## config.mk

```make
export PLATFORM = sky130hd
export DESIGN_NAME = jk_counter_reg
export DESIGN_NICKNAME = d
export VERILOG_FILES = /design/src/rtl/jk_counter_reg.sv
export SDC_FILE = /design/constraint.sdc
export NUM_CORES = 1
export LEC_CHECK = 0
export CORE_MARGIN = 2
export CORE_UTILIZATION = 37
export CTS_CLUSTER_DIAMETER = 120
export CTS_CLUSTER_SIZE = 20
export DETAILED_ROUTE_END_ITERATION = 6
export GPL_ROUTABILITY_DRIVEN = 0
export PLACE_DENSITY = 0.79
export REMOVE_ABC_BUFFERS = 1
export SLEW_MARGIN = 15
export SYNTH_ARGS = -nofsm -noshare
export SYNTH_HDL_FRONTEND = slang
export SYNTH_SLANG_ARGS = --single-unit
```

## constraint.sdc

```tcl
create_clock -name CLK -period 1.7 [get_ports CLK]
set_input_delay 0.51 -clock CLK [delete_from_list [all_inputs] [get_ports CLK]]
set_output_delay 0.51 -clock CLK [all_outputs]
set_load 0.03 [all_outputs]
```

## src/rtl/jk_counter_reg.sv

```systemverilog
// -----------------------------------------------------------------------------
// jk_counter_reg
//   N-bit multi-mode register: per-bit JK flip-flop bank, up/down counter with
//   optional saturation, and serial left shifter. Flags wrap-around, saturation
//   hits and shifted-out ones with a registered one-cycle OVF pulse.
//
// Parameters
//   WIDTH        register width in bits (>= 2)
//   RESET_VALUE  value loaded into Q while RESET_N is low
//   SATURATE     0: counting wraps, 1: counting clamps at the end value
//
// Ports
//   CLK      in   1      rising-edge clock
//   RESET_N  in   1      asynchronous active-low reset
//   EN       in   1      synchronous enable (0 = hold, OVF low)
//   MODE     in   2      00 JK, 01 count up, 10 count down, 11 shift left
//   J, K     in   WIDTH  per-bit JK controls (JK mode only)
//   SIN      in   1      serial input into bit 0 (shift mode only)
//   Q        out  WIDTH  register contents
//   TC       out  1      terminal count, combinational from Q and MODE
//   OVF      out  1      registered wrap / saturation / shift-out pulse
// -----------------------------------------------------------------------------
module jk_counter_reg #(
  parameter int                 WIDTH       = 4,
  parameter logic [WIDTH-1:0]   RESET_VALUE = '0,
  parameter bit                 SATURATE    = 1'b0
) (
  input  logic             CLK,
  input  logic             RESET_N,
  input  logic             EN,
  input  logic [1:0]       MODE,
  input  logic [WIDTH-1:0] J,
  input  logic [WIDTH-1:0] K,
  input  logic             SIN,
  output logic [WIDTH-1:0] Q,
  output logic             TC,
  output logic             OVF
);

  localparam logic [1:0] MODE_JK   = 2'b00;
  localparam logic [1:0] MODE_UP   = 2'b01;
  localparam logic [1:0] MODE_DOWN = 2'b10;
  localparam logic [1:0] MODE_SHL  = 2'b11;

  localparam logic [WIDTH-1:0] ALL_ONES = '1;
  localparam logic [WIDTH-1:0] ZERO     = '0;
  localparam logic [WIDTH-1:0] ONE      = WIDTH'(1);

  logic [WIDTH-1:0] q_q, q_d;
  logic             ovf_q, ovf_d;
  logic             at_max, at_min;

  assign at_max = (q_q == ALL_ONES);
  assign at_min = (q_q == ZERO);

  always_comb begin
    // NOTE: every always_comb output gets a default first so no path through
    // the case/if tree leaves it unassigned and infers a latch.
    q_d   = q_q;
    ovf_d = 1'b0;
    if (EN) begin
      case (MODE)
        MODE_JK: begin
          // Per-bit JK: set where J only, clear where K only, toggle where both.
          q_d = (J & ~K) | (~J & ~K & q_q) | (J & K & ~q_q);
        end
        MODE_UP: begin
          if (at_max) begin
            q_d   = SATURATE ? ALL_ONES : ZERO;
            ovf_d = 1'b1;
          end else begin
            q_d = q_q + ONE;
          end
        end
        MODE_DOWN: begin
          if (at_min) begin
            q_d   = SATURATE ? ZERO : ALL_ONES;
            ovf_d = 1'b1;
          end else begin
            q_d = q_q - ONE;
          end
        end
        MODE_SHL: begin
          q_d   = {q_q[WIDTH-2:0], SIN};
          ovf_d = q_q[WIDTH-1];
        end
        default: begin
          q_d   = q_q;
          ovf_d = 1'b0;
        end
      endcase
    end
  end

  // NOTE: state flops use non-blocking assignments so all registers update
  // together from pre-edge values, independent of statement order.
  always_ff @(posedge CLK or negedge RESET_N) begin
    if (!RESET_N) begin
      q_q   <= RESET_VALUE;
      ovf_q <= 1'b0;
    end else begin
      q_q   <= q_d;
      ovf_q <= ovf_d;
    end
  end

  // TC deliberately ignores EN: it reports where Q sits relative to the
  // current counting direction.
  always_comb begin
    TC = 1'b0;
    case (MODE)
      MODE_UP:   TC = at_max;
      MODE_DOWN: TC = at_min;
      default:   TC = 1'b0;
    endcase
  end

  assign Q   = q_q;
  assign OVF = ovf_q;

endmodule

```

==> flow_metrics.py, run 1 <==
metrics = {
    "run_status": {
        "status": "complete, but fails checks",
        "violations": "negative setup slack",
    },
    "floorplanning": {
        "rows": 13,
        "boundaryPins": 20,
        "initial_core_util_pct": 40.1,
        "die_area_mm2": 0.00173,
        "coreArea_mm2": 0.00130,
        "die_w_um": 41.6,
        "die_height_um": 41.6,
    },
    "sta": {
        "drv_slew": 0,
        "maxSlewHeadroom_pct": 77.8,
        "clock-skew-final_ns": 0.00158,
        "timing.fmax_mhz": 515,
        "rsz0062_at_grt": "yes",
        "worst_slack_ns": -0.240,
        "whs_ns": 0.490,
        "post-route-period-util_pct": 114,
        "period_minus_slack_ns": 1.94,
        "hold_viol_final": 0,
        "setup_viol": 3,
        "worst_slew_pin_slew_ns": 0.334,
    },
    "critical_path": {
        "crit_type": "flop to primary output",
        "cpPeakStageDelay_ns": 0.39,
        "worstPathMaxFanout": 2,
        "worstSetupEndpointType": "primary output",
        "reg2regPathDepth": 7,
        "crit_chain": "inv_2 -> ha_4 -> nand3b_1 -> nor2_1 -> a41oi_2 -> nor2b_1 -> buf_4",
        "cp.required_ns": 1.19,
        "worstPathArrival_ns": 1.43,
        "startpoint_type": "flop",
        "cp_slowest_cell": "dfrtp_1",
    },
    "routing": {
        "wire_per_inst_um": 15.1,
        "num_vias": 655,
        "viasPerCell": 5.41,
        "final_antenna_net_count": 0,
        "drc_errors": 0,
        "drtIter0Drc": 43,
        "dr.pass1.iters": 6,
        "wirelength_um": 1830,
    },
    "clock_network": {
        "h-tree-depth": 1,
        "clkSinkCount": 5,
        "numCtsBuffers": 3,
        "clock_latency_ns": 0.25,
        "cts_tree": "done",
        "clk_pin_slew_ns": 0.05,
        "clk_path_buf_depth": 2,
        "clockRootBuffer": "clkbuf_4",
    },
    "final_layout": {
        "fill_cells": 114,
        "drive_gt1_share_pct": 37.7,
        "antennaDiodeCount": 0,
        "num-nets-final": 127,
        "syn2layout_area_growth_pct": 75.5,
        "multiInputGateArea_um2": 394,
        "fin_cells": 121,
        "regArea_um2": 125,
    },
    "grt": {
        "antenna_found_initial": 0,
        "grt_max_degree": 12,
        "track_usage_pct": 24.3,
        "grt_pass1_vias": 719,
        "grt_first_pass_wirelength_um": 3150,
        "overflow": 0,
    },
    "logic_synthesis": {
        "synthTopCellsByCount": "inv_1 (7), nand2_1 (7), a21oi_1 (6), ha_1 (6), dfrtp_1 (5)",
        "synth-edff-count": 0,
        "yosysTopAreaCell": "dfrtp_1",
        "ys.flop_type": "dfrtp_1",
        "netlist-cell-type-count": 28,
        "yosys_warnings": 0,
        "netlist_top_cells_area": "dfrtp_1 (24%), ha_1 (14%), a21oi_1 (5.8%)",
        "synth_seq_area_share_pct": 24.0,
        "syn_inst": 65,
        "ys_seq_elements": 5,
        "avgSynthCellArea_um2": 8.03,
        "async_flop_share_pct": 100,
        "yosys.area.top_type_share_pct": 24.0,
        "netlist_area_um2": 522,
    },
    "pwr": {
        "power.density_mw_per_mm2": 1250,
        "ir_drop_mv": 0.522,
        "leakage_nw": 0.427,
    },
    "place": {
        "place_hpwl_um": 1360,
        "io_buffers": 19,
        "dp.cells": 115,
    },
    "min_path": {
        "hold_path.class": "primary input to asynchronous set/reset pin",
    },
    "run": {
        "maxCapViolations": 0,
    },
}
==> final timing paths <==
kind,start,end,slack [ns]
worst min-delay path,RESET_N,Q[3],0.49
min in group CLK,Q[2],Q[2],0.73
worst max register to register,Q[1],Q[3],0
max in group asynchronous,RESET_N,Q[1],1.01
worst min register to register,Q[2],Q[2],0.73
worst max-delay path,Q[1],TC,-0.24
==> placed cells by master, fill, tap and decap left out, drive strengths merged, types with 2 or more instances in the layout <==
| cell type | instances |
|---|---|
| dfrtp | 5 |
| nand3 | 4 |
| clkdlybuf4s50 | 11 |
| clkbuf | 5 |
| a21oi | 6 |
| o31ai | 2 |
| inv | 7 |
| ha | 6 |
| o21ai | 2 |
| nand2 | 7 |
| buf | 27 |
| nor2b | 2 |
| a32o | 3 |
| nor2 | 3 |
==> kinds of logic (layout without fill, tap and decap cells) <==
| group | count (synthesis) | count (layout) | synth area share, % |
|---|---|---|---|
| DFF | 5 | 5 | 24.0 |
| AOI/OAI and AO/OA | 23 | 23 | 32.4 |
| buffers and inverters | 10 | 51 | 7.67 |
| muxes | 1 | 1 | 1.92 |
| xor gates and xnor gates | 1 | 1 | 1.68 |
| and+or+nand+nor | 19 | 19 | 18.0 |
| adders and majority gates | 6 | 6 | 14.4 |
==> flip-flops by register name, indices dropped and copies added (netlist names) <==
signal / cells
OVF: 1
Q: 4
==> final cells by class <==
| class | instances | share of cell area [%] |
|---|---|---|
| Clock buffer | 4 | 2.87 |
| Inverter | 7 | 2.87 |
| Multi-Input combinational cell | 50 | 43.0 |
| Sequential cell | 5 | 13.7 |
| Tap cell | 15 | 2.05 |
| Timing Repair Buffer | 40 | 35.5 |
==> critical path: cells and delay by family, from the launching register on <==
family | cells | cell delay (ns)
DFF | 1 | 0.39
and+or+nand+nor | 3 | 0.35
buffers and inverters | 2 | 0.26
adders and majority gates | 1 | 0.13
AOI/OAI and AO/OA | 1 | 0.05
==> through the flow <==
stage / worst slack (ns) / setup TNS [ns] / cell area (um^2) / utilization [%] / total power [mW]
finish: -0.240 / -0.240 / 916 / 70.4 / 1.15
global placement: -1.06 / -2.61 / 852 / 65.5 / 0.914
detailed placement: -1.12 / -2.95 / 852 / 65.5 / 0.926
floorplan: -0.415 / -0.452 / 508 / - / 0.571
CTS: -0.261 / -0.271 / 921 / 70.8 / 1.14
global route: -0.363 / -0.500 / 916 / 70.4 / 1.23
==> power breakdown <==
group | internal, mW | switching [mW] | total [mW]
registers | 0.160 | 0.0436 | 0.203
logic | 0.403 | 0.396 | 0.800
clock network | 0.0892 | 0.0550 | 0.144
total | 0.652 | 0.495 | 1.15
==> layer usage <==
layer / global-route usage [%] / wire length [um] / vias to the layer above
met5: 0 / 0 / -
met4: 16.1 / 41 / 0
met3: 2.17 / 101 / 6
met2: 43.8 / 955 / 33
met1: 26.6 / 731 / 294
li1: - / - / 322
==> what timing repair did <==
item                       CTS  global route
buffers inserted             2             0
gates cloned                 0             0
hold buffers                 0             0
gates resized for setup     28             1
pin swaps                    4             3
setup endpoints to repair    8             4
(Power assumes the default switching activity.)
==> inputs of run 2 (changes only) <==
SLEW_MARGIN = 20   (was 15)
==> results of run 2 <==
Same layout as run 1: the final DEF is identical, and so are final timing and power.
==> RTL change 1, RTL diff (config.mk and constraints of run 2) <==
Set the parameter `WIDTH` to 6 (it was 4).
--- a/src/rtl/jk_counter_reg.sv
+++ b/src/rtl/jk_counter_reg.sv
@@ -22,5 +22,5 @@
 // -----------------------------------------------------------------------------
 module jk_counter_reg #(
-  parameter int                 WIDTH       = 4,
+  parameter int                 WIDTH       = 6,
   parameter logic [WIDTH-1:0]   RESET_VALUE = '0,
   parameter bit                 SATURATE    = 1'b0
Ports: changed (resized J, K and Q); port bits go from 20 to 26. The function was not compared with the original's and may differ.
==> RTL change 1 against run 2 <==
  * The flow still finishes with violations (setup timing)
  * Cell count rose by 49%
  * Count of clock-buffer cells in the layout did not move
  * Synthesized area rose by 40%
  * Sequential cell count rose by 2
  * Final area rose by 45%
  * Routed wire length rose by 49%
  * Worst setup slack got worse by 39 ps
  * First-iteration DRC count rose by 51%
  * Worst hold slack improved by 16 ps
  * Power rose by 37%
  * Largest power group unchanged
==> RTL change 1: results <==
[layout]
num_antenna_cells = 0
finalNetCount = 178
largest_register_ff_count = 6
num-fill-cells = 128
drive_gt1_frac = 0.4052

[worst_setup_path]
r2r-end = "Q[2]"
timing.reg2reg.worst_path_depth = 5
critical_path.max_fanout = 3
worstReg2RegStart = "Q[0]"
rrSetupSlack_ps = 20
cp.arrival_ps = 1470

[sta]
slew_headroom = 0.7805
timing.clock.skew_ps = 4.016
final.setup.worst_slack_ps = -278.6
setup_viol = 1
finalHoldWorstSlack_ps = 505.4

[placement]
port_buf_inserts = 25
detailed_place.area_mm2 = 0.001174
hpwl_um = 1919
dp_slack_ps = -697.4

[yosys]
yosys.cell_types.count = 32
synth_top_cells_by_area = "dfrtp_1, ha_1, nand3_1"
synth-seq-area-share = 0.2401
yosys-top-cells-count = "nand2_1, nand3_1, o21ai_0"
yosysWarningCount = 0

[routing]
dr_total_vias = 1018
drt-initial-drc-count = 65
firstDrtPassIters = 4
postRouteWirelength_um = 2726

[worst_hold_path]
min-delay-path-class = "in2async"

[grt]
grt_max_degree = 13
grt_first_pass_wirelength_um = 4222
grt_pass1_vias = 974
groute.usage.overall = 0.2323
initial_antenna_violation_count = 0

[pwr]
intPower_uw = 847.0
peak_ir_drop_on_the_vdd_network_uv = 583.5
leakagePower_uw = 0.0005843

[clocking]
clock_latency_of_the_later_clocked_register_in_the_worst_skew_pair_ps = 270

[status]
result_of_the_run = "finished, violations left"
violated_checks = "setup timing"
==> RTL change 1: worst max path at each step <==
stage / startpoint / to / slack [ps] / depth (start not counted)
finish: Q[0] / TC / -280 / 6
global route: Q[0] / TC / -300 / 6
CTS: Q[1] / TC / -250 / 5
detailed placement: MODE[0] / TC / -700 / 6
global placement: MODE[0] / TC / -640 / 7
floorplan: Q[0] / TC / -310 / 4
==> RTL change 1: cell type report <==
class | count | area [um2] | share of cell area
multi-input cells | 76 | 573.1 | 0.4329
well taps | 27 | 33.78 | 0.02552
inverters | 8 | 30.03 | 0.02268
flip-flops and latches | 7 | 176.4 | 0.1333
clock buffers | 4 | 26.28 | 0.01985
repair buffers | 58 | 484.2 | 0.3658
==> RTL change 1: logic make-up after synthesis <==
kind of cell	synth area share
mux	0.01372
flops	0.2401
xor+xnor	0.02402
compound gates	0.3139
simple gates	0.2264
buf+inv	0.07890
fa+ha+maj	0.1029
==> RTL change 1: stage by stage <==
step                      power, uW  TNS [ps]  instances    util
final                          1568    -278.6        180  0.6961
after CTS                      1474    -245.2        178  0.6750
after detailed placement       1240     -4169        170  0.6171
after floorplan               771.1    -536.4         91       -
after global routing           1645    -310.2        180  0.6961
after global placement         1217     -3613        170  0.6171
==> RTL change 1: routing by layer <==
layer,track usage,vias to the layer above,wire length [um]
met3,0.02160,14,253
li1,-,469,-
met5,0,-,0
met1,0.2616,459,1026
met2,0.4120,76,1339
met4,0.1619,0,107
==> RTL change 1: power by group through the flow <==
stage                     registers [uW]  clock network [uW]  logic, uW
after floorplan                      460                   0        311
after detailed placement             274                   0        967
after global routing                 290                 168       1190
final                                285                 162       1120
after global placement               272                   0        945
after CTS                            279                 164       1030
==> RTL change 1: what timing repair did <==
action / 4_1_cts / 5_1_grt
pin swaps: 5 / 2
setup buffers: 4 / 2
setup endpoints to repair: 10 / 3
hold buffers: 0 / 0
gates resized for setup: 26 / 10
hold endpoints to repair: 0 / 0
==> RTL change 1: worst max-delay path, stage by stage (launching register included) <==
cell and delay [ps]:
dfrtp_1 420, buf_6 140, ha_4 170, nand3_4 100, nor2_4 40, o21a_1 200, buf_6 140
==> RTL change 2, RTL diff (flow settings as in run 2) <==
Without the edit above. Reset style: synchronous (`RESET_N`), changed in one clocked block. Comments in the files are not updated.
--- a/src/rtl/jk_counter_reg.sv
+++ b/src/rtl/jk_counter_reg.sv
@@ -95,5 +95,5 @@
   // NOTE: state flops use non-blocking assignments so all registers update
   // together from pre-edge values, independent of statement order.
-  always_ff @(posedge CLK or negedge RESET_N) begin
+  always_ff @(posedge CLK) begin
     if (!RESET_N) begin
       q_q   <= RESET_VALUE;
Check against the original RTL: differs if RESET_N is asserted again (counterexample within 4 cycles, from zero or initial values and one cycle with RESET_N low); with RESET_N held inactive, the same outputs for 10 cycles.
==> RTL change 2 against run 2 <==
  * The run still ends with setup timing left
  * Clock skew is 6.2 ps higher
  * Final area rose by 10%
  * Utilization grew 6.1 points
  * Sequential cell count unchanged
  * Worst setup slack gained 78 ps
  * Synthesized area rose by 1.4%
  * Routed wire length shrank 0.55%
  * Highest routed layer unchanged
Power is not compared: it rests on default switching activity, and its combinational part moved more than twofold at a synthesized area within 25%.
==> RTL change 2: results <==
[status]
result_of_the_run = "finished, violations left"
violated_checks = "setup timing"

[routing]
dr_total_vias = 727
drt-initial-drc-count = 41
routedWlPerCell_um = 13.89
firstDrtPassIters = 4

[grt]
initial_antenna_violation_count = 0
groute.usage.overall = 0.2134
grt_max_degree = 11
grt_pass1_vias = 709
grt_first_pass_wirelength_um = 2925

[worst_setup_path]
critical_path.max_fanout = 3
cp.arrival_ps = 1350

[placement]
dp_slack_ps = -667.6
hpwl_um = 1322

[layout]
drive_gt1_frac = 0.4138
num_antenna_cells = 0
finalNetCount = 137

[yosys]
yosys.cell_types.count = 32
synth-seq-area-share = 0.1891
async_reset_ff_frac = 0
yosys-top-cells-count = "inv_1, nand2_1, a21oi_1, ha_1, dfxtp_1"
synth_top_cells_by_area = "dfxtp_1, ha_1, a21oi_1"

[clocking]
clockBufferDepth = 2
cts-root-buf = "clkbuf_4"
clock_latency_of_the_later_clocked_register_in_the_worst_skew_pair_ps = 250

[sta]
setup_viol = 1
tightestPinTransition_ps = 355.1
timing.clock.skew_ps = 7.800
setup-tns-final_ps = -161.6
final.setup.worst_slack_ps = -161.6

[worst_hold_path]
min-delay-path-class = "reg2reg"

[pwr]
leakagePower_uw = 0.0004417
peak_ir_drop_on_the_vdd_network_uv = 220.3
RTL change 2: cell types whose count changed after synthesis, moves of 2 or more:
cell,delta
o31ai_1,-2
o211ai_1,+2
dfxtp_1,+5
nand2b_1,+2
nand3_1,-2
dfrtp_1,-5
a32o_1,-3
a31oi_1,+2
RTL change 2: area by class of cell:
| cell class | count | area (um2) |
|---|---|---|
| clock buffers | 4 | 26.28 |
| flip-flops and latches | 5 | 102.6 |
| inverters | 8 | 32.53 |
| fillers | 110 | 310.3 |
| multi-input cells | 54 | 454.2 |
| repair buffers | 45 | 372.9 |
| well taps | 15 | 18.77 |
RTL change 2: final timing paths:
| check | from | to | slack [ps] |
|---|---|---|---|
| max | Q[1] | TC | -160 |
| min | Q[1] | Q[1] | 730 |
| max reg2reg | Q[1] | Q[3] | 80 |
| min reg2reg | Q[1] | Q[1] | 730 |
RTL change 2: where the power goes:
part | switching, uW | internal (uW)
clock network | 56.0 | 89.2
registers | 14.4 | 128
logic | 129 | 160
RTL change 2: metal layers:
| metal | up-vias | wire length, um | track usage |
|---|---|---|---|
| met3 | 4 | 100 | 0.03043 |
| met5 | - | 0 | 0 |
| met4 | 0 | 29 | 0.09677 |
| met1 | 343 | 738 | 0.2519 |
| met2 | 29 | 950 | 0.3750 |
| li1 | 351 | - | - |
RTL change 2: critical path, cell delays in order (launching register included):
cell and delay [ps]:
dfxtp_2 340, inv_2 50, ha_4 170, nand2_4 70
nor3_4 40, a41oi_2 190, nor2b_1 70, buf_4 170
RTL change 2: stage by stage:
step	utilization	cells	instance area, um2
floorplan	-	67	511.7
global placement	0.6667	123	878.3
detailed placement	0.6667	123	878.3
CTS	0.7255	129	955.9
global route	0.7645	131	1007
finish	0.7645	131	1007
RTL change 2: kinds of logic after synthesis:
group	share of synthesized area
compound gates	0.3381
xor+xnor	0.01655
fa+ha+maj	0.1418
buf+inv	0.08984
flops	0.1891
mux	0.01891
simple gates	0.2057
RTL change 2: repair_timing:
| item | 4_1_cts | 5_1_grt |
|---|---|---|
| pin swaps | 5 | 8 |
| setup buffers | 2 | 3 |
| hold buffers | 0 | 0 |
| endpoints found under the setup margin | 9 | 2 |
| resized for setup | 26 | 7 |
